$ cat src/rtl/fft_pkg.sv
// Shared types and helpers for the FFT input loader: sample type, loader FSM
// state encoding and a width-parameterised bit-reverse.
package fft_pkg;

    localparam int SAMPLE_W = 32;

    typedef logic [SAMPLE_W-1:0] sample_t;

    typedef enum logic [1:0] {
        IDLE  = 2'd0,
        RUN   = 2'd1,
        DRAIN = 2'd2
    } state_t;

    // Reverse the low 'width' bits of value; bits above 'width' come back zero.
    function automatic logic [31:0] bitrev(input logic [31:0] value, input int width);
        logic [31:0] r;
        r = '0;
        for (int b = 0; b < 32; b++) begin
            if (b < width) begin
                r[b] = value[width-1-b];
            end
        end
        return r;
    endfunction

endpackage

$ cat src/rtl/fft_input_loader_fifo.sv
// loader_fifo: synchronous FIFO with a registered head entry and an occupancy
// count. A push and a pop in the same cycle are both honoured when the FIFO is
// full; when it is empty the pop is ignored and the push lands in the head.
module loader_fifo
    import fft_pkg::*;
#(
    parameter int WIDTH = 35,
    parameter int DEPTH = 4
) (
    input  logic                   clk,
    input  logic                   rst_n,
    input  logic                   push,
    input  logic [WIDTH-1:0]       din,
    input  logic                   pop,
    output logic [WIDTH-1:0]       head,
    output logic                   valid,
    output logic [$clog2(DEPTH):0] count
);

    localparam int PW = $clog2(DEPTH);
    localparam logic [PW:0] FULL = DEPTH[PW:0];
    localparam logic [PW:0] ONE  = 1;

    logic [WIDTH-1:0] mem [DEPTH];
    logic [PW-1:0]    rd_ptr;
    logic [PW-1:0]    wr_ptr;
    logic [PW-1:0]    rd_next;
    logic             do_push;
    logic             do_pop;

    assign do_pop  = pop && (count != '0);
    assign do_push = push && ((count != FULL) || do_pop);
    assign rd_next = rd_ptr + 1'b1;
    assign valid   = (count != '0);

    // Entry storage: written at the tail, never reset.
    always_ff @(posedge clk) begin
        if (do_push) begin
            mem[wr_ptr] <= din;
        end
    end

    // Pointer and occupancy bookkeeping.
    always_ff @(posedge clk) begin
        if (!rst_n) begin
            rd_ptr <= '0;
            wr_ptr <= '0;
            count  <= '0;
        end else begin
            if (do_push) begin
                wr_ptr <= wr_ptr + 1'b1;
            end
            if (do_pop) begin
                rd_ptr <= rd_next;
            end
            case ({do_push, do_pop})
                2'b10:   count <= count + 1'b1;
                2'b01:   count <= count - 1'b1;
                default: count <= count;
            endcase
        end
    end

    // Registered head: refill from the next stored entry, or straight from the
    // write port when the FIFO is (or becomes) otherwise empty.
    always_ff @(posedge clk) begin
        if (!rst_n) begin
            head <= '0;
        end else if (do_pop) begin
            if (count > ONE) begin
                head <= mem[rd_next];
            end else if (do_push) begin
                head <= din;
            end
        end else if (do_push && (count == '0)) begin
            head <= din;
        end
    end

endmodule

$ cat src/rtl/fft_input_loader.sv
// fft_input_loader: reads one N-point frame from a registered sample ROM and
// streams it to the FFT core over valid/ready. Reads are only issued while
// the output FIFO has room for every read already in flight, so ROM data can
// always be captured without stalling.
// Build option: define FFT_LOADER_BITREV_EN to read the ROM in bit-reversed
// order (decimation-in-time input); otherwise samples are read in natural order.
module fft_input_loader
    import fft_pkg::*;
#(
    parameter int DATA_WIDTH = 32,
    parameter int ADDR_WIDTH = 12,
    parameter int LOG2_N     = 3,
    parameter int BASE_ADDR  = 0,
    parameter int FIFO_DEPTH = 4
) (
    input  logic                  clk,
    input  logic                  rst_n,
    input  logic                  start,
    output logic [ADDR_WIDTH-1:0] rom_addr,
    output logic                  rom_rd_en,
    input  logic [DATA_WIDTH-1:0] rom_data,
    output logic                  out_valid,
    input  logic                  out_ready,
    output logic [DATA_WIDTH-1:0] out_data,
    output logic [LOG2_N-1:0]     out_idx,
    output logic                  out_last,
    output logic                  busy,
    output logic                  done
);

    localparam int N       = 1 << LOG2_N;
    localparam int CNT_W   = $clog2(FIFO_DEPTH) + 1;
    localparam int SUM_W   = CNT_W + 1;
    localparam int ENTRY_W = DATA_WIDTH + LOG2_N;

    localparam logic [LOG2_N-1:0]     LAST_IDX     = LOG2_N'(N - 1);
    localparam logic [ADDR_WIDTH-1:0] BASE         = ADDR_WIDTH'(BASE_ADDR);
    localparam logic [SUM_W-1:0]      CREDIT_LIMIT = SUM_W'(FIFO_DEPTH);

    state_t              state;
    state_t              state_next;
    logic [LOG2_N-1:0]   issue_cnt;
    logic [LOG2_N-1:0]   issue_cnt_next;
    logic [LOG2_N-1:0]   issue_idx;
    logic [LOG2_N-1:0]   seq_idx;
    logic                issue;
    logic                done_next;

    logic [LOG2_N-1:0]   rom_tag;
    logic                cap_en;
    logic [LOG2_N-1:0]   cap_tag;

    logic [CNT_W-1:0]    fifo_count;
    logic [ENTRY_W-1:0]  fifo_head;
    logic                fifo_valid;
    logic [SUM_W-1:0]    occupancy;
    logic                credit_ok;
    logic                take;
    logic                last_take;

`ifdef FFT_LOADER_BITREV_EN
    assign seq_idx = LOG2_N'(bitrev(32'(issue_idx), LOG2_N));
`else
    assign seq_idx = issue_idx;
`endif

    // Buffered samples plus reads still travelling through the ROM pipeline.
    assign occupancy = SUM_W'(fifo_count) + SUM_W'(rom_rd_en) + SUM_W'(cap_en);
    assign credit_ok = (occupancy < CREDIT_LIMIT);

    assign take      = fifo_valid && out_ready;
    assign last_take = take && (fifo_head[ENTRY_W-1 -: LOG2_N] == LAST_IDX);

    // Next-state, read-issue and completion decisions.
    always_comb begin
        state_next     = state;
        issue          = 1'b0;
        issue_idx      = issue_cnt;
        issue_cnt_next = issue_cnt;
        done_next      = 1'b0;
        case (state)
            IDLE: begin
                if (start) begin
                    state_next     = RUN;
                    issue          = 1'b1;
                    issue_idx      = '0;
                    issue_cnt_next = LOG2_N'(1);
                end
            end
            RUN: begin
                if (credit_ok) begin
                    issue          = 1'b1;
                    issue_cnt_next = issue_cnt + 1'b1;
                    if (issue_cnt == LAST_IDX) begin
                        state_next = DRAIN;
                    end
                end
            end
            DRAIN: begin
                if (last_take) begin
                    state_next = IDLE;
                    done_next  = 1'b1;
                end
            end
            default: state_next = IDLE;
        endcase
    end

    // FSM state and issue counter.
    always_ff @(posedge clk) begin
        if (!rst_n) begin
            state     <= IDLE;
            issue_cnt <= '0;
        end else begin
            state     <= state_next;
            issue_cnt <= issue_cnt_next;
        end
    end

    // ROM request, capture strobe one cycle behind it, and the done pulse.
    always_ff @(posedge clk) begin
        if (!rst_n) begin
            rom_rd_en <= 1'b0;
            rom_addr  <= '0;
            cap_en    <= 1'b0;
            done      <= 1'b0;
        end else begin
            rom_rd_en <= issue;
            if (issue) begin
                rom_addr <= BASE + ADDR_WIDTH'(seq_idx);
            end
            cap_en <= rom_rd_en;
            done   <= done_next;
        end
    end

    // Stream-position tag riding alongside each read through the ROM latency.
    always_ff @(posedge clk) begin
        if (issue) begin
            rom_tag <= issue_idx;
        end
        cap_tag <= rom_tag;
    end

    loader_fifo #(
        .WIDTH (ENTRY_W),
        .DEPTH (FIFO_DEPTH)
    ) u_fifo (
        .clk   (clk),
        .rst_n (rst_n),
        .push  (cap_en),
        .din   ({cap_tag, rom_data}),
        .pop   (take),
        .head  (fifo_head),
        .valid (fifo_valid),
        .count (fifo_count)
    );

    assign out_valid = fifo_valid;
    assign out_data  = fifo_head[DATA_WIDTH-1:0];
    assign out_idx   = fifo_head[ENTRY_W-1 -: LOG2_N];
    assign out_last  = (out_idx == LAST_IDX);
    assign busy      = (state != IDLE);

endmodule

$ cat config.mk
export PLATFORM = sky130hd
export DESIGN_NAME = fft_input_loader
export DESIGN_NICKNAME = d
export VERILOG_FILES = /design/src/rtl/fft_pkg.sv /design/src/rtl/fft_input_loader_fifo.sv /design/src/rtl/fft_input_loader.sv
export SDC_FILE = /design/constraint.sdc
export NUM_CORES = 1
export LEC_CHECK = 0
export ABC_AREA = 1
export BUFFER_PORTS_ARGS = -buffer_cell sky130_fd_sc_hd__buf_2
export CORE_ASPECT_RATIO = 0.9
export CORE_MARGIN = 2
export CORE_UTILIZATION = 60
export DETAILED_ROUTE_END_ITERATION = 10
export PLACE_DENSITY = 0.85
export SLEW_MARGIN = 25
export SYNTH_ARGS = -nofsm -noshare
export SYNTH_HDL_FRONTEND = slang
export SYNTH_SLANG_ARGS = --single-unit
$ cat constraint.sdc
create_clock -name clk -period 6.15 [get_ports clk]
set_clock_uncertainty 0.1 [all_clocks]
set_input_delay 0.3075 -clock clk [delete_from_list [all_inputs] [get_ports clk]]
set_output_delay 0.3075 -clock clk [all_outputs]
set_load 0.005 [all_outputs]
=== After elaboration in Yosys (flattened, before gate mapping) ===
Memory sizes are Yosys's and may differ from the RTL's.
Cells that the tools add are included.

* Logic and storage cells: 72
* Input port bits: 36
* Output and inout port bits: 52
* Memories kept: 1
* RAM bits: 140
* Flip-flop bits (word level): 59

* Equality and inequality tests: 12
* Reduce and logical (&&, ||, !) cells: 17
* $lt $le $gt $ge: 2
* Add/sub/neg operators: 7
* Muxes and demuxes: 21

{| class="wikitable"
|+ Memories
! name !! depth !! bits a word !! rd ports !! clocked after Yosys merged registers in !! write ports !! line !! RTL
|-
| u_fifo.mem || 4 || 35 || 1 || 0 || 1 || fft_input_loader_fifo.sv:24 || <nowiki>logic [WIDTH-1:0] mem [DEPTH];</nowiki>
|}

{| class="wikitable"
|+ Operators with widths
! cell !! number
|-
| 35-bit two-way mux || 4
|-
| 3-bit two-way mux || 4
|-
| 3-bit one-hot mux with 2 select lines || 2
|-
| 2-bit two-way mux || 4
|-
| 2-bit != test, second input constant || 4
|-
| 2-bit nonzero test || 4
|-
| 3-bit by 1-bit adder with 3-bit output, second input constant || 2
|-
| 3-bit == test, second input constant || 2
|-
| 2-bit one-hot mux with 3 select lines || 1
|-
| 1-bit logical AND || 5
|-
| 1-bit two-way mux || 5
|-
| 2-bit by 1-bit adder with 2-bit output, second input constant || 2
|-
| 3-bit by 1-bit adder with 4-bit output || 1
|-
| 4-bit by 1-bit adder with 4-bit output || 1
|-
| 2-bit by 1-bit == test with 1-bit output, second input constant || 2
|-
| 2-bit == test, second input constant || 2
|-
| 4-bit by 3-bit less-than comparator with 1-bit output, second input constant || 1
|-
| 2-bit AND reduction || 2
|-
| 4-bit AND reduction || 1
|-
| 3-bit by 1-bit greater-than comparator with 1-bit output, second input constant || 1
|-
| 3-bit zero test || 1
|-
| 3-bit by 2-bit != test with 1-bit output, second input constant || 1
|-
| 3-bit != test, second input constant || 1
|-
| 3-bit AND reduction || 1
|-
| 5 further kinds || 5
|}

=== Logic depth before layout (Yosys ltp) ===
Gate-level depths: netlist of the first run.

* Word-level depth: 8
* Depth in mapped cells: 10
* Mapped depth without buffers: 10

=== Modules after synthesis ===
From an unflattened synthesis of the first run, not the netlist that was laid out.

* Cells, all modules: 880
* Area total of the unflattened synthesis: 8,479.4 um^2

{| class="wikitable"
|+ Modules (own cells, without submodules)
! module !! area each (um^2) !! cells an instance !! times used !! seq. area each (um^2)
|-
| loader_fifo || 7,679.9 || 790 || 1 || 5,044.8
|-
| fft_input_loader || 799.5 || 90 || 1 || 370.4
|}

=== Worst setup path after synthesis of the first run ===
No wires, ideal clock.

* Path kind: reg-to-reg
* From: register u_fifo.count[0]
* To: memory u_fifo.mem[0][0], enable pin
* Setup time: 0.427 ns
* Buffers on the path: 0
* Path slack: 3.187 ns
* Period minus slack after synthesis: 2.963 ns
* Arrival: 2.435 ns
* Required time: 5.623 ns
* Cell stages (with the launch flop): 6
* Cell sequence: dfxtp_1 -> inv_1 -> ha_1 -> nand3_1 -> nand2_2 -> nor2_1

* Word-level cells in the longest chain between the ends: 7
* Elaborated cells between the ends (all ways): 8
* Those cells by class: 1 x eq/ne; 2 x mux; 5 x reduce/logical

{| class="wikitable"
|+ RTL lines
! what !! line !! RTL
|-
| start, declared || fft_input_loader_fifo.sv:17 || <nowiki>output logic [$clog2(DEPTH):0] count</nowiki>
|-
| start signal, assigned || fft_input_loader_fifo.sv:57 || <nowiki>2'b10: count <= count + 1'b1;</nowiki>
|-
| start signal, assigned || fft_input_loader_fifo.sv:58 || <nowiki>2'b01: count <= count - 1'b1;</nowiki>
|-
| start signal, assigned || fft_input_loader_fifo.sv:59 || <nowiki>default: count <= count;</nowiki>
|-
| 3-bit nonzero test || fft_input_loader_fifo.sv:31, fft_input_loader_fifo.sv:34 ||
|-
| 1-bit logical AND || fft_input_loader.sv:71 || <nowiki>assign take = fifo_valid && out_ready;</nowiki>
|-
| 1-bit logical AND || fft_input_loader_fifo.sv:31 || <nowiki>assign do_pop = pop && (count != '0);</nowiki>
|-
| 1-bit logical OR (*) || fft_input_loader_fifo.sv:32 || <nowiki>assign do_push = push && ((count != FULL) || do_pop);</nowiki>
|-
| 1-bit logical AND (*) || fft_input_loader_fifo.sv:32 ||
|-
| 1-bit two-way mux (*) || fft_input_loader_fifo.sv:38 || <nowiki>if (do_push) begin</nowiki>
|-
| 1-bit two-way mux (not written as such) (*) || fft_input_loader_fifo.sv:39 || <nowiki>mem[wr_ptr] <= din;</nowiki>
|-
| end, declared || fft_input_loader_fifo.sv:24 ||
|}

Mark *: on every way between the ends. The rest lies on a longest branch, timed or not.

=== Worst setup path in the final report of the first run ===
* From: register u_fifo.rd_ptr[1]
* To: register u_fifo.head[4]

* Word-level cells in the longest chain between the ends: 4

{| class="wikitable"
|+ RTL lines
! what !! line !! RTL
|-
| start, declared || fft_input_loader_fifo.sv:25 || <nowiki>logic [PW-1:0] rd_ptr;</nowiki>
|-
| start signal, assigned || fft_input_loader_fifo.sv:54 || <nowiki>rd_ptr <= rd_next;</nowiki>
|-
| 2-bit by 1-bit adder with 2-bit output || fft_input_loader_fifo.sv:33 || <nowiki>assign rd_next = rd_ptr + 1'b1;</nowiki>
|-
| memory read 4 x 35 bit || n/a ||
|-
| 35-bit two-way mux || fft_input_loader_fifo.sv:70 || <nowiki>if (count > ONE) begin</nowiki>
|-
| 35-bit two-way mux || fft_input_loader_fifo.sv:69 || <nowiki>end else if (do_pop) begin</nowiki>
|-
| end signal, assigned || fft_input_loader_fifo.sv:71 || <nowiki>head <= mem[rd_next];</nowiki>
|-
| end signal, assigned || fft_input_loader_fifo.sv:73 || <nowiki>head <= din;</nowiki>
|-
| end signal, assigned || fft_input_loader_fifo.sv:76 || <nowiki>head <= din;</nowiki>
|-
| end, declared || fft_input_loader_fifo.sv:15 || <nowiki>output logic [WIDTH-1:0] head,</nowiki>
|}

Every way passes these cells.
A chain may end at the register's enable or synchronous reset.

==> results.rst, run 1 <==
.. list-table::
   :header-rows: 1

   * - Metric
     - Value
   * - Result of the run
     - completed
   * - Peak Freq
     - 0.325 GHz
   * - Clock network power share
     - 0.244
   * - Synth Warn #
     - 0
   * - Clock sink count
     - 199
   * - Synthesized area per cell
     - 8.90 um2
   * - Setup crit start kind
     - flip-flop
   * - CTS root buf
     - sky130_fd_sc_hd__clkbuf_16
   * - Synth top cells by count
     - sky130_fd_sc_hd__nand2_1 (512), sky130_fd_sc_hd__edfxtp_1 (143), sky130_fd_sc_hd__nor2_1 (85)
   * - Slew at the pin closest to its max-slew limit
     - 0.979 ns
   * - Peak fanout along the critical path
     - 36
   * - Reg-to-reg startpoint
     - u_fifo.rd_ptr[1]$_SDFFE_PN0P_
   * - Data required time of the worst path
     - 6.41 ns
   * - Net total in the final layout
     - 1081
   * - Relative contribution of sequential cells to total power
     - 0.416
   * - Average vias per placed instance
     - 5.12
   * - Height of the die
     - 117 um
   * - Largest incremental delay on the critical path
     - 0.83 ns
   * - Proportion of layout cells with a drive suffix above 1
     - 0.125
   * - Leading post-synthesis cells by cell area
     - sky130_fd_sc_hd__edfxtp_1 (50%), sky130_fd_sc_hd__nand2_1 (22%), sky130_fd_sc_hd__dfxtp_1 (13%)
   * - ANT nets after route
     - 0
   * - Ratio of final minimum period to clock period
     - 0.501
   * - Ys flop type
     - sky130_fd_sc_hd__edfxtp_1
   * - Final Hold Violating Endpoints
     - 0
   * - Syn Inst Count
     - 965
   * - Initial antenna violation count
     - 0
   * - Largest net degree at the start of global routing
     - 72
   * - Post-synthesis instance area
     - 0.00859 mm2
   * - Total Die Area
     - 0.0153 mm2
   * - GRT Util Overall
     - 0.241
   * - RSZ-0062 raised after global routing
     - no
   * - Worst-case clock buffer depth
     - 2
   * - Clock tree from TritonCTS
     - done
   * - Final HPWL from detailed placement
     - 10300 um
   * - Fraction of registers with async set or reset after synthesis
     - 0
   * - Count of input and output buffers
     - 78
   * - Internal power
     - 0.00259 W
   * - Leading cell type by number of instances after synthesis
     - sky130_fd_sc_hd__nand2_1
   * - Rows
     - 41
   * - Average wire per cell in the routed design
     - 14.5 um
   * - Number of top-level design ports
     - 88
   * - Skew-Pair Late Insertion Delay
     - 0.43 ns
   * - Remaining max-slew budget at the tightest pin
     - 0.348
   * - Power density over cell area
     - 420 mW/mm2
   * - Largest area contributor in the netlist
     - sky130_fd_sc_hd__edfxtp_1
   * - Post-Place Worst Slack
     - 3.13 ns
   * - GR Overflow Total
     - 0
   * - Flop and latch count out of synthesis
     - 199
   * - Violation count after the first detailed-route iteration
     - 664
   * - Ant. Diodes
     - 0
   * - Switching share of power
     - 0.366
   * - Worst VDD drop
     - 0.000279 V
   * - Worst setup slack for register-to-register paths
     - 3.07 ns
   * - Remaining routing DRC violations
     - 0
   * - Placer congestion estimate
     - 0.750
   * - Critical-path top delay cell
     - sky130_fd_sc_hd__nand2_2
   * - Max Transition Viols Final
     - 0
   * - Hold Path End
     - u_fifo.mem[0][23]$_DFFE_PP_
   * - Data arrival time of the critical path
     - 3.34 ns
   * - Setup slack after layout
     - 3.07 ns
   * - Distinct cell type count after synthesis
     - 23
   * - Post-CTS setup buffers
     - 0
   * - Layout Cell Area excl Fill
     - 0.00971 mm2
   * - Type of the setup path with the least slack
     - flip-flop to flip-flop
   * - Vias post-DR
     - 6346
   * - Post-route setup TNS
     - 0 ns
   * - Number of endpoints failing setup at the final stage
     - 0
   * - Start point of the worst min-delay path
     - rom_data[23]
   * - Sw power
     - 0.00149 W
   * - Fin crit period
     - 3.08 ns
   * - Wire length after detailed routing
     - 18000 um
   * - Number of global-route vias before repair
     - 6192
   * - Standard cell area after detailed placement
     - 0.00911 mm2
   * - Sequential element share of the synthesized area
     - 0.631
   * - Worst reg2reg endpoint
     - u_fifo.head[4]$_SDFFE_PN0P_
   * - Static leakage
     - 4.54 nW
   * - Worst Setup SP
     - u_fifo.rd_ptr[1]$_SDFFE_PN0P_
   * - CORE AREA
     - 0.0140 mm2
   * - Wire length of the first global-routing pass
     - 28600 um
   * - Chip Width
     - 130 um
   * - Total number of H-tree levels
     - 4
   * - Type of the tightest min-delay check
     - input port to flip-flop
   * - Area overhead of the layout relative to synthesis
     - 13.1%
   * - List of cells traversed by the critical path
     - inv_2 -> nand2_2 -> nand2_2 -> nand2_1 -> nand2_1 -> nand2_1 -> nand2_1 -> nor2_1 -> nor2_1
   * - CTS Buf Count
     - 17
   * - Most common cell on crit path
     - sky130_fd_sc_hd__nand2_1
   * - Starting density of the core
     - 0.613
   * - Number of detailed-route iterations in the first pass
     - 5
   * - Fraction of post-synthesis cell area in the top cell type by area
     - 0.500
   * - Clock transition at the register clock pins on the worst setup and hold paths after CTS
     - 0.07 ns
   * - Worst r2r path cells
     - 9
   * - Number of synthesized flops with an enable pin
     - 143
   * - Max-cap check violation count
     - 0
   * - Worst hold path stage count
     - 1
   * - Combinational share of power
     - 0.340
   * - Worst Setup End Kind
     - flip-flop
state kept, by name, indices dropped and copies added (netlist names), 3 cells and up:
name,flops
cap_tag,3
rom_tag,3
u_fifo.count,3
rom_addr,3
u_fifo.mem,140
u_fifo.head,35
issue_cnt,3
per-layer routing:
metal | up-vias | track usage | routed length [um]
met5 | - | 0 | 0
met4 | 0 | 0.0733 | 267
met3 | 28 | 0.0568 | 1380
met2 | 272 | 0.402 | 8980
met1 | 2916 | 0.313 | 7380
li1 | 3130 | - | -
cells in the final DEF (no fill, tap or decap), drive strengths merged:
cell type,instances
dfxtp,56
buf,86
nor2,87
clkinv,7
clkbuf,22
nand2,518
inv,62
conb,9
ha,12
o21bai,1
nor4,1
clkinvlp,3
nand3,12
edfxtp,143
xor2,1
dlygate4sd3,2
o21ai,9
a21oi,15
worst max-delay path by stage:
stage	slack, ns	end
2_1_floorplan	3.19	u_fifo.mem[0][0]$_DFFE_PP_
3_3_place_gp	3.17	u_fifo.head[30]$_SDFFE_PN0P_
3_5_place_dp	3.13	u_fifo.head[20]$_SDFFE_PN0P_
4_1_cts	3.10	u_fifo.head[20]$_SDFFE_PN0P_
5_1_grt	2.79	u_fifo.head[20]$_SDFFE_PN0P_
6_report	3.07	u_fifo.head[4]$_SDFFE_PN0P_
layout make-up:
class	instances	area [um2]
Clock inverter	10	56.3
Sequential cell	199	5420
Multi-Input combinational cell	665	2730
Clock buffer	22	464
Tap cell	193	241
Fill cell	1048	4300
Timing Repair Buffer	88	571
Inverter	62	233
worst max-delay path, delay by kind of cell, from the launching register on:
family | cells | cell delay, ns
buffers and inverters | 1 | 0.49
DFF | 1 | 0.35
and+or+nand+nor | 8 | 2.04
power by group through the flow:
stage,clock (W),combinational [W],sequential [W]
CTS,0.00100,0.00138,0.00170
detailed placement,0,0.00135,0.00172
global placement,0,0.00131,0.00172
floorplan,0,0.00100,0.00172
finish,0.000995,0.00139,0.00170
global route,0.00105,0.00160,0.00172
cells by family after synthesis:
group | synth area share
flops | 0.631
xor+xnor | 0.00102
simple gates | 0.276
fa+ha+maj | 0.0175
buf+inv | 0.0586
compound gates | 0.0162
other cells | 0.000437
timing repair:
item / 4_1_cts / 5_1_grt
hold buffers: 0 / 2
gates resized for setup: 0 / 0
endpoints found under the hold margin: 0 / 8
per-stage QoR:
stage	instances	hold WS, ns	total power, W	util
final	1239	0.0100	0.00408	0.693
after CTS	1235	0.000540	0.00407	0.688
after floorplan	973	0.223	0.00273	-
after global placement	1200	0.226	0.00302	0.645
after detailed placement	1203	0.227	0.00308	0.651
after global routing	1239	0.00154	0.00437	0.693
Note: power is estimated with default switching activity, not from simulation.
==> run 2: changes to the inputs <==
ABC_AREA = 0   (was 1)
CORE_UTILIZATION = 52   (was 60)
PLACE_DENSITY = 0.79   (was 0.85)
clock period = 2.8 ns   (was 6.15 ns; I/O delays follow)
==> run 2 against run 1 <==
Net effect:
- critical path depth fell by 2
- routed wire length fell by 11%
- clock power rose to 2.5 times the previous value
- sequential share of layout area rose by 1.9 points
- sequential cell count did not move
- final area fell by 3.2%
- area after synthesis fell by 8.4%
- highest routed layer unchanged
- first-iteration DRC count fell by 40%
- count of clock-buffer cells in the layout fell by 4
==> results.rst, run 2 <==
.. list-table::
   :header-rows: 1

   * - Metric
     - Value
   * - Starting density of the core
     - 0.533 (-0.0806)
   * - Total Die Area
     - 0.0161 mm2 (+5.5%)
   * - CTS Buf Count
     - 17 (unchanged)
   * - Flop and latch count out of synthesis
     - 199 (unchanged)
   * - Count of input and output buffers
     - 78 (unchanged)
   * - Ys flop type
     - sky130_fd_sc_hd__edfxtp_1
   * - Post-synthesis instance area
     - 0.00786 mm2 (-8.4%)
   * - Number of fill cells in the layout
     - 1041 (-0.67%)
   * - Largest area contributor in the netlist
     - sky130_fd_sc_hd__edfxtp_1
   * - Total number of H-tree levels
     - 4 (unchanged)
   * - Critical-path top delay cell
     - sky130_fd_sc_hd__a21oi_4
   * - Number of top-level design ports
     - 88 (unchanged)
   * - Final non-filler cell total
     - 797 (-36%)
   * - ANT nets after route
     - 0 (unchanged)
   * - Distinct cell type count after synthesis
     - 39 (+70%)
   * - Worst-case clock buffer depth
     - 2 (unchanged)
   * - Number of flip-flops under the largest register name
     - 140 (unchanged)
   * - Average vias per placed instance
     - 5.75 (+12%)
   * - Violation count after the first detailed-route iteration
     - 396 (-40%)
   * - Chip Width
     - 134 um (+2.7%)
   * - Largest reg by FF count
     - u_fifo.mem
   * - Placer congestion estimate
     - 0.750 (about the same)
   * - Post-CTS setup buffers
     - 0 (unchanged)
   * - Number of synthesized flops with an enable pin
     - 143 (unchanged)
   * - Worst VDD drop
     - 0.000430 V (+54%)
   * - Sequential element share of the synthesized area
     - 0.689 (+0.0580)
   * - Height of the die
     - 121 um (+2.7%)
   * - Final HPWL from detailed placement
     - 9060 um (-12%)
   * - Synth Warn #
     - 0 (unchanged)
   * - Clock transition at the register clock pins on the worst setup and hold paths after CTS
     - 0.07 ns (about the same)
   * - Data required time of the worst path
     - 2.98 ns (-3.43 ns)
   * - Area taken by flip-flops and latches
     - 0.00542 mm2 (about the same)
   * - Ant. Diodes
     - 0 (unchanged)
   * - Vias post-DR
     - 4586 (-28%)
   * - Fin crit period
     - 2.36 ns (-0.717 ns)
   * - RSZ-0062 raised after global routing
     - no
   * - Static leakage
     - 3.51 nW (-23%)
   * - Peak Freq
     - 0.423 GHz (+30%)
   * - Type of the setup path with the least slack
     - flip-flop to flip-flop
   * - GR Overflow Total
     - 0 (unchanged)
   * - Fraction of registers with async set or reset after synthesis
     - 0 (unchanged)
   * - Multi-input logic area
     - 0.00223 mm2 (-18%)
   * - GRT Util Overall
     - 0.207 (-0.0334)
   * - Largest net degree at the start of global routing
     - 37 (-49%)
   * - Remaining max-slew budget at the tightest pin
     - 0.439 (+0.0910)
   * - Result of the run
     - completed
   * - Layout Cell Area excl Fill
     - 0.00940 mm2 (-3.2%)
   * - Clock sink count
     - 199 (unchanged)
   * - CTS root buf
     - sky130_fd_sc_hd__clkbuf_16
   * - Type of the tightest min-delay check
     - input port to flip-flop
   * - Skew-Pair Late Insertion Delay
     - 0.43 ns (about the same)
   * - Rows
     - 42 (+2.4%)
   * - Most frequent cells in the layout
     - sky130_fd_sc_hd__edfxtp_1 (143), sky130_fd_sc_hd__buf_2 (78), sky130_fd_sc_hd__dfxtp_1 (54), sky130_fd_sc_hd__mux2i_1 (37), sky130_fd_sc_hd__a21oi_1 (36)
   * - Number of detailed-route iterations in the first pass
     - 5 (unchanged)
   * - Max Transition Viols Final
     - 0 (unchanged)
   * - Remaining routing DRC violations
     - 0 (unchanged)
   * - Worst Setup End Kind
     - flip-flop
   * - Synthesized area per cell
     - 16.6 um2 (+86%)
   * - Number of endpoints failing setup at the final stage
     - 0 (unchanged)
   * - Post-Place Cells
     - 731 (-39%)
   * - Final Hold Violating Endpoints
     - 0 (unchanged)
   * - Power density over cell area
     - 767 mW/mm2 (+83%)
   * - Leading post-synthesis cells by cell area
     - sky130_fd_sc_hd__edfxtp_1 (55%), sky130_fd_sc_hd__dfxtp_1 (14%), sky130_fd_sc_hd__mux4_2 (10%)
   * - Synth top cells by count
     - sky130_fd_sc_hd__edfxtp_1 (143), sky130_fd_sc_hd__dfxtp_1 (56), sky130_fd_sc_hd__mux2i_1 (37)
   * - List of cells traversed by the critical path
     - inv_1 -> ha_1 -> nor2_1 -> a21oi_4 -> buf_16 -> nand2b_4 -> a21oi_1
   * - Setup crit start kind
     - flip-flop
   * - Most frequent standard cell in the layout excluding fill and tap cells
     - sky130_fd_sc_hd__edfxtp_1
   * - Wire length after detailed routing
     - 16000 um (-11%)
   * - Worst hold slack
     - 0.199 ns (+0.189 ns)
   * - Standard cell area after detailed placement
     - 0.00842 mm2 (-7.6%)
   * - Fraction of post-synthesis cell area in the top cell type by area
     - 0.546 (+0.0460)
   * - Leading cell type by number of instances after synthesis
     - sky130_fd_sc_hd__edfxtp_1
   * - Area overhead of the layout relative to synthesis
     - 19.6%
   * - Wire length of the first global-routing pass
     - 25100 um (-12%)
   * - Peak fanout along the critical path
     - 35 (-2.8%)
   * - Largest registers
     - u_fifo.mem (140), u_fifo.head (35)
   * - Max-cap check violation count
     - 0 (unchanged)
   * - Slew at the pin closest to its max-slew limit
     - 0.842 ns (-0.137 ns)
   * - Net total in the final layout
     - 635 (-41%)
   * - Proportion of layout cells with a drive suffix above 1
     - 0.280 (+0.155)
   * - Number of global-route vias before repair
     - 4761 (-23%)
   * - Clock tree from TritonCTS
     - done
   * - Initial antenna violation count
     - 0 (unchanged)
   * - Final cell utilization of the core
     - 0.637 (-0.0566)
   * - CORE AREA
     - 0.0148 mm2 (+5.4%)
   * - Data arrival time of the critical path
     - 2.54 ns (-0.80 ns)
   * - Ratio of final minimum period to clock period
     - 0.844 (+0.343)
   * - Syn Inst Count
     - 474 (-51%)
   * - Average wire per cell in the routed design
     - 20.1 um (+38%)
   * - Largest incremental delay on the critical path
     - 0.50 ns (-0.33 ns)
[run 2: cell types whose count changed after synthesis, sizes merged, moves of 4 or more]
| cell | delta |
|---|---|
| a21oi | +22 |
| and2 | +10 |
| clkbuf | -4 |
| inv | -56 |
| mux2i | +37 |
| mux4 | +35 |
| nand2 | -508 |
| nand3 | -4 |
| nor2 | -82 |
| nor2b | +5 |
| o31ai | +35 |
| xnor2 | +5 |
[run 2: through the flow]
| step | power [W] | TNS (ns) | setup slack (ns) |
|---|---|---|---|
| floorplan | 0.00429 | 0 | 0.464 |
| global placement | 0.00464 | 0 | 0.0189 |
| detailed placement | 0.00468 | -1.39 | -0.0659 |
| CTS | 0.00721 | 0 | 0.166 |
| global route | 0.00748 | 0 | 0.326 |
| finish | 0.00721 | 0 | 0.435 |
[run 2: worst paths after layout]
check / to / cells after the start / startpoint / slack, ns
worst min-delay path: u_fifo.head[7]$_SDFFE_PN0P_ / 3 / rst_n / 0.20
worst min register to register: cap_tag[2]$_DFF_P_ / 0 / rom_tag[2]$_DFFE_PP_ / 0.26
worst max register to register: u_fifo.head[15]$_SDFFE_PN0P_ / 7 / u_fifo.count[0]$_SDFFE_PN0P_ / 0.44
worst max-delay path: u_fifo.head[15]$_SDFFE_PN0P_ / 7 / u_fifo.count[0]$_SDFFE_PN0P_ / 0.44
[run 2: per-layer routing]
layer  GRT usage  share of wire
met4      0.0798          0.015
met2       0.342           0.51
met1       0.265           0.42
met3      0.0545          0.062
met5           0              0
[run 2: repair_timing]
item	in CTS	in global routing
endpoints found under the hold margin	161	0
setup endpoints to repair	35	0
resized for setup	1	0
hold buffers	34	0
[run 2: critical path: cells and delay by family, from the launching register on]
family                   cells  cell delay [ns]
AO/OA/AOI/OAI                2             0.66
adder cells (fa/ha/maj)      1             0.19
buffers and inverters        2             0.35
flip-flops                   1             0.37
AND/OR/NAND/NOR              2             0.54
[run 2: kinds of logic after synthesis]
group	after synthesis	synth area share
fa+ha+maj	12	0.0191
flops	199	0.689
simple gates	49	0.0331
mux	72	0.147
compound gates	89	0.0718
other cells	1	0.000477
xor+xnor	5	0.00557
buf+inv	47	0.0340
[run 2: layout make-up]
cell class / instances / share of cell area
repair buffers: 126 / 0.0924
flip-flops and latches: 199 / 0.576
clock inverters: 13 / 0.0181
well taps: 198 / 0.0264
inverters: 7 / 0.00279
clock buffers: 18 / 0.0467
multi-input cells: 236 / 0.237
[run 2: report_power, final]
group / switching, W / internal, W
Sequential: 0.000208 / 0.00336
Combinational: 0.000560 / 0.000573
Clock: 0.00107 / 0.00144
==> run 3: changes to the inputs <==
ABC_AREA = 1   (was 0)
CORE_UTILIZATION = 53   (was 52)
PLACE_DENSITY = 0.8   (was 0.79)
clock period = 2 ns   (was 2.8 ns; I/O delays follow)
==> run 3 against run 2 <==
Net effect:
- setup slack got worse by 0.27 ns
- utilization increased by 0.14 points
- register-to-register slack got worse by 0.27 ns
- sequential cell count unchanged
- final cell count increased by 63%
- first-iteration DRC count increased by 15%
- non-clock buffer count increased by 12
- count of clock-buffer cells in the layout increased by 2
- combinational power increased to 4.0 times the previous value
- critical endpoint is now u_fifo.count[2]$_SDFFE_PN0P_
- largest cell class unchanged
==> results.rst, run 3 (same netlist as run 1, synthesis figures left out) <==
.. list-table::
   :header-rows: 1

   * - Metric
     - Value
   * - Total power draw
     - 0.0128 W (+78%)
   * - RSZ-0062 raised after global routing
     - no
   * - Number of detailed-route iterations in the first pass
     - 5 (unchanged)
   * - Initial antenna violation count
     - 0 (unchanged)
   * - Count of input and output buffers
     - 78 (unchanged)
   * - Largest incremental delay on the critical path
     - 0.36 ns (-0.14 ns)
   * - Number of global-route vias before repair
     - 5809 (+22%)
   * - Largest registers
     - u_fifo.mem (140), u_fifo.head (35)
   * - Largest reg by FF count
     - u_fifo.mem
   * - Static leakage
     - 4.76 nW (+36%)
   * - GR Overflow Total
     - 0 (unchanged)
   * - Chip Width
     - 138 um (+3.4%)
   * - List of cells traversed by the critical path
     - inv_1 -> ha_4 -> nand3_1 -> nand2_4 -> ha_1 -> nor2_1 -> o21ai_0 -> o21ai_1 -> a21oi_1
   * - Proportion of layout cells with a drive suffix above 1
     - 0.139 (-0.142)
   * - Wire length after detailed routing
     - 17800 um (+11%)
   * - Number of endpoints failing setup at the final stage
     - 0 (unchanged)
   * - CTS root buf
     - sky130_fd_sc_hd__clkbuf_16
   * - Critical path buffers and inverters
     - 1 (-1)
   * - Total number of H-tree levels
     - 4 (unchanged)
   * - Switching share of power
     - 0.362 (+0.107)
   * - CTS Buf Count
     - 17 (unchanged)
   * - Height of the die
     - 125 um (+3.4%)
   * - Clock network power share
     - 0.242 (-0.106)
   * - Result of the run
     - completed
   * - Combinational share of power
     - 0.351 (+0.194)
   * - Ratio of final minimum period to clock period
     - 0.915 (+0.0708)
   * - Final HPWL from detailed placement
     - 11100 um (+23%)
   * - Max Transition Viols Final
     - 0 (unchanged)
   * - Relative contribution of sequential cells to total power
     - 0.408 (-0.087)
   * - Area overhead of the layout relative to synthesis
     - 19.0%
   * - Clock sink count
     - 199 (unchanged)
   * - Max-cap check violation count
     - 0 (unchanged)
   * - Largest net degree at the start of global routing
     - 47 (+27%)
   * - Worst-case clock buffer depth
     - 2 (unchanged)
   * - Clock transition at the register clock pins on the worst setup and hold paths after CTS
     - 0.07 ns (about the same)
   * - GRT Util Overall
     - 0.210 (+0.00265)
   * - Setup crit start kind
     - flip-flop
   * - Most frequent standard cell in the layout excluding fill and tap cells
     - sky130_fd_sc_hd__nand2_1
   * - ANT nets after route
     - 0 (unchanged)
   * - Vias post-DR
     - 6347 (+38%)
   * - Critical-path top delay cell
     - sky130_fd_sc_hd__dfxtp_1
   * - Worst Setup End Kind
     - flip-flop
   * - CORE AREA
     - 0.0160 mm2 (+8.5%)
   * - Fin crit period
     - 1.83 ns (-0.534 ns)
   * - Starting density of the core
     - 0.536 (+0.00347)
   * - Sw power
     - 0.00463 W (+150%)
   * - Ant. Diodes
     - 0 (unchanged)
   * - Post-route setup TNS
     - 0 ns (unchanged)
   * - Data required time of the worst path
     - 2.22 ns (-0.76 ns)
   * - Type of the setup path with the least slack
     - flip-flop to flip-flop
   * - Dominant delay contributor by cell family on the critical path
     - adder cells
   * - Number of top-level design ports
     - 88 (unchanged)
   * - Total Die Area
     - 0.0172 mm2 (+6.9%)
   * - Net total in the final layout
     - 1131 (+78%)
   * - Violation count after the first detailed-route iteration
     - 454 (+15%)
   * - Power density over cell area
     - 1250 mW/mm2 (+63%)
   * - Internal power
     - 0.00818 W (+52%)
   * - Average vias per placed instance
     - 4.87 (-15%)
   * - Skew-Pair Late Insertion Delay
     - 0.43 ns (about the same)
   * - Data arrival time of the critical path
     - 2.05 ns (-0.49 ns)
   * - Worst VDD drop
     - 0.000655 V (+53%)
   * - Wire length of the first global-routing pass
     - 28600 um (+14%)
   * - Final Hold Violating Endpoints
     - 0 (unchanged)
   * - Number of fill cells in the layout
     - 1257 (+21%)
   * - Peak fanout along the critical path
     - 5 (-86%)
   * - Number of flip-flops under the largest register name
     - 140 (unchanged)
   * - Rows
     - 44 (+4.8%)
   * - Most frequent cells in the layout
     - sky130_fd_sc_hd__nand2_1 (512), sky130_fd_sc_hd__edfxtp_1 (143), sky130_fd_sc_hd__nor2_1 (81), sky130_fd_sc_hd__buf_2 (78), sky130_fd_sc_hd__inv_1 (58)
   * - Remaining routing DRC violations
     - 0 (unchanged)
   * - Placer congestion estimate
     - 0.774 (+3.2%)
   * - Clock tree from TritonCTS
     - done
   * - Final cell utilization of the core
     - 0.638 (+0.00141)
   * - Type of the tightest min-delay check
     - flip-flop to flip-flop
   * - Average wire per cell in the routed design
     - 13.6 um (-32%)
   * - Peak Freq
     - 0.546 GHz (+29%)
[run 3: cell types whose count changed in the layout (fill, tap and decap cells not counted), moves of 5 or more]
cell and change:
sky130_fd_sc_hd__mux4_2 -35, sky130_fd_sc_hd__buf_12 +8, sky130_fd_sc_hd__nor2_1 +76, sky130_fd_sc_hd__nor2_4 +5
sky130_fd_sc_hd__nor2b_1 -5, sky130_fd_sc_hd__nand2_1 +502, sky130_fd_sc_hd__a21oi_1 -22, sky130_fd_sc_hd__mux2i_1 -37
sky130_fd_sc_hd__inv_1 +52, sky130_fd_sc_hd__and2_1 -6, sky130_fd_sc_hd__xnor2_1 -5, sky130_fd_sc_hd__nand2_2 +5
sky130_fd_sc_hd__o31ai_1 -35
[run 3: layer usage]
metal  GRT usage  part of all wire  vias to the layer above  wire (um)
li1            -                 -                     3234          -
met1       0.270              0.45                     2911       7930
met2       0.354              0.49                      176       8730
met3      0.0481             0.050                       26        889
met4      0.0684             0.013                        0        234
met5           0                 0                        -          0
[run 3: area by class of cell]
type                            instances  area [um2]  area share
Timing Repair Buffer                  138        1040       0.102
Multi-Input combinational cell        665        2750       0.269
Clock buffer                           20         447      0.0437
Sequential cell                       199        5420       0.530
Inverter                               62         233      0.0228
Tap cell                              207         259      0.0253
Clock inverter                         12        78.8     0.00771
[run 3: path summary, 6_finish.rpt]
check	start	endpoint	slack [ns]	cells after the start
setup / recovery	u_fifo.count[1]$_SDFFE_PN0P_	u_fifo.count[2]$_SDFFE_PN0P_	0.17	9
hold / removal	rom_tag[1]$_DFFE_PP_	cap_tag[1]$_DFF_P_	0.24	0
setup reg to reg	u_fifo.count[1]$_SDFFE_PN0P_	u_fifo.count[2]$_SDFFE_PN0P_	0.17	9
hold reg to reg	rom_tag[1]$_DFFE_PP_	cap_tag[1]$_DFF_P_	0.24	0
[run 3: through the flow]
step | instance area [um2] | std cells | worst slack, ns | hold slack [ns]
5_1_grt | 10200 | 1303 | 0.00145 | 0.260
3_5_place_dp | 9340 | 1236 | 0.106 | 0.233
3_3_place_gp | 9340 | 1236 | 0.159 | 0.224
4_1_cts | 10200 | 1303 | 0.0626 | 0.249
2_1_floorplan | 8650 | 973 | 0.0106 | 0.0989
6_report | 10200 | 1303 | 0.169 | 0.245
[run 3: timing repair]
| item | in CTS | in global routing |
|---|---|---|
| endpoints found under the setup margin | 0 | 6 |
| buffers inserted | 0 | 0 |
| resized for setup | 0 | 4 |
| endpoints found under the hold margin | 164 | 0 |
| hold buffers | 35 | 0 |
[run 3: power by group through the flow]
stage          Combinational, W  Sequential [W]  Clock [W]
6_report                0.00450         0.00522    0.00309
5_1_grt                 0.00515         0.00527    0.00330
4_1_cts                 0.00447         0.00522    0.00313
3_5_place_dp            0.00439         0.00530          0
3_3_place_gp            0.00426         0.00528          0
2_1_floorplan           0.00310         0.00530          0
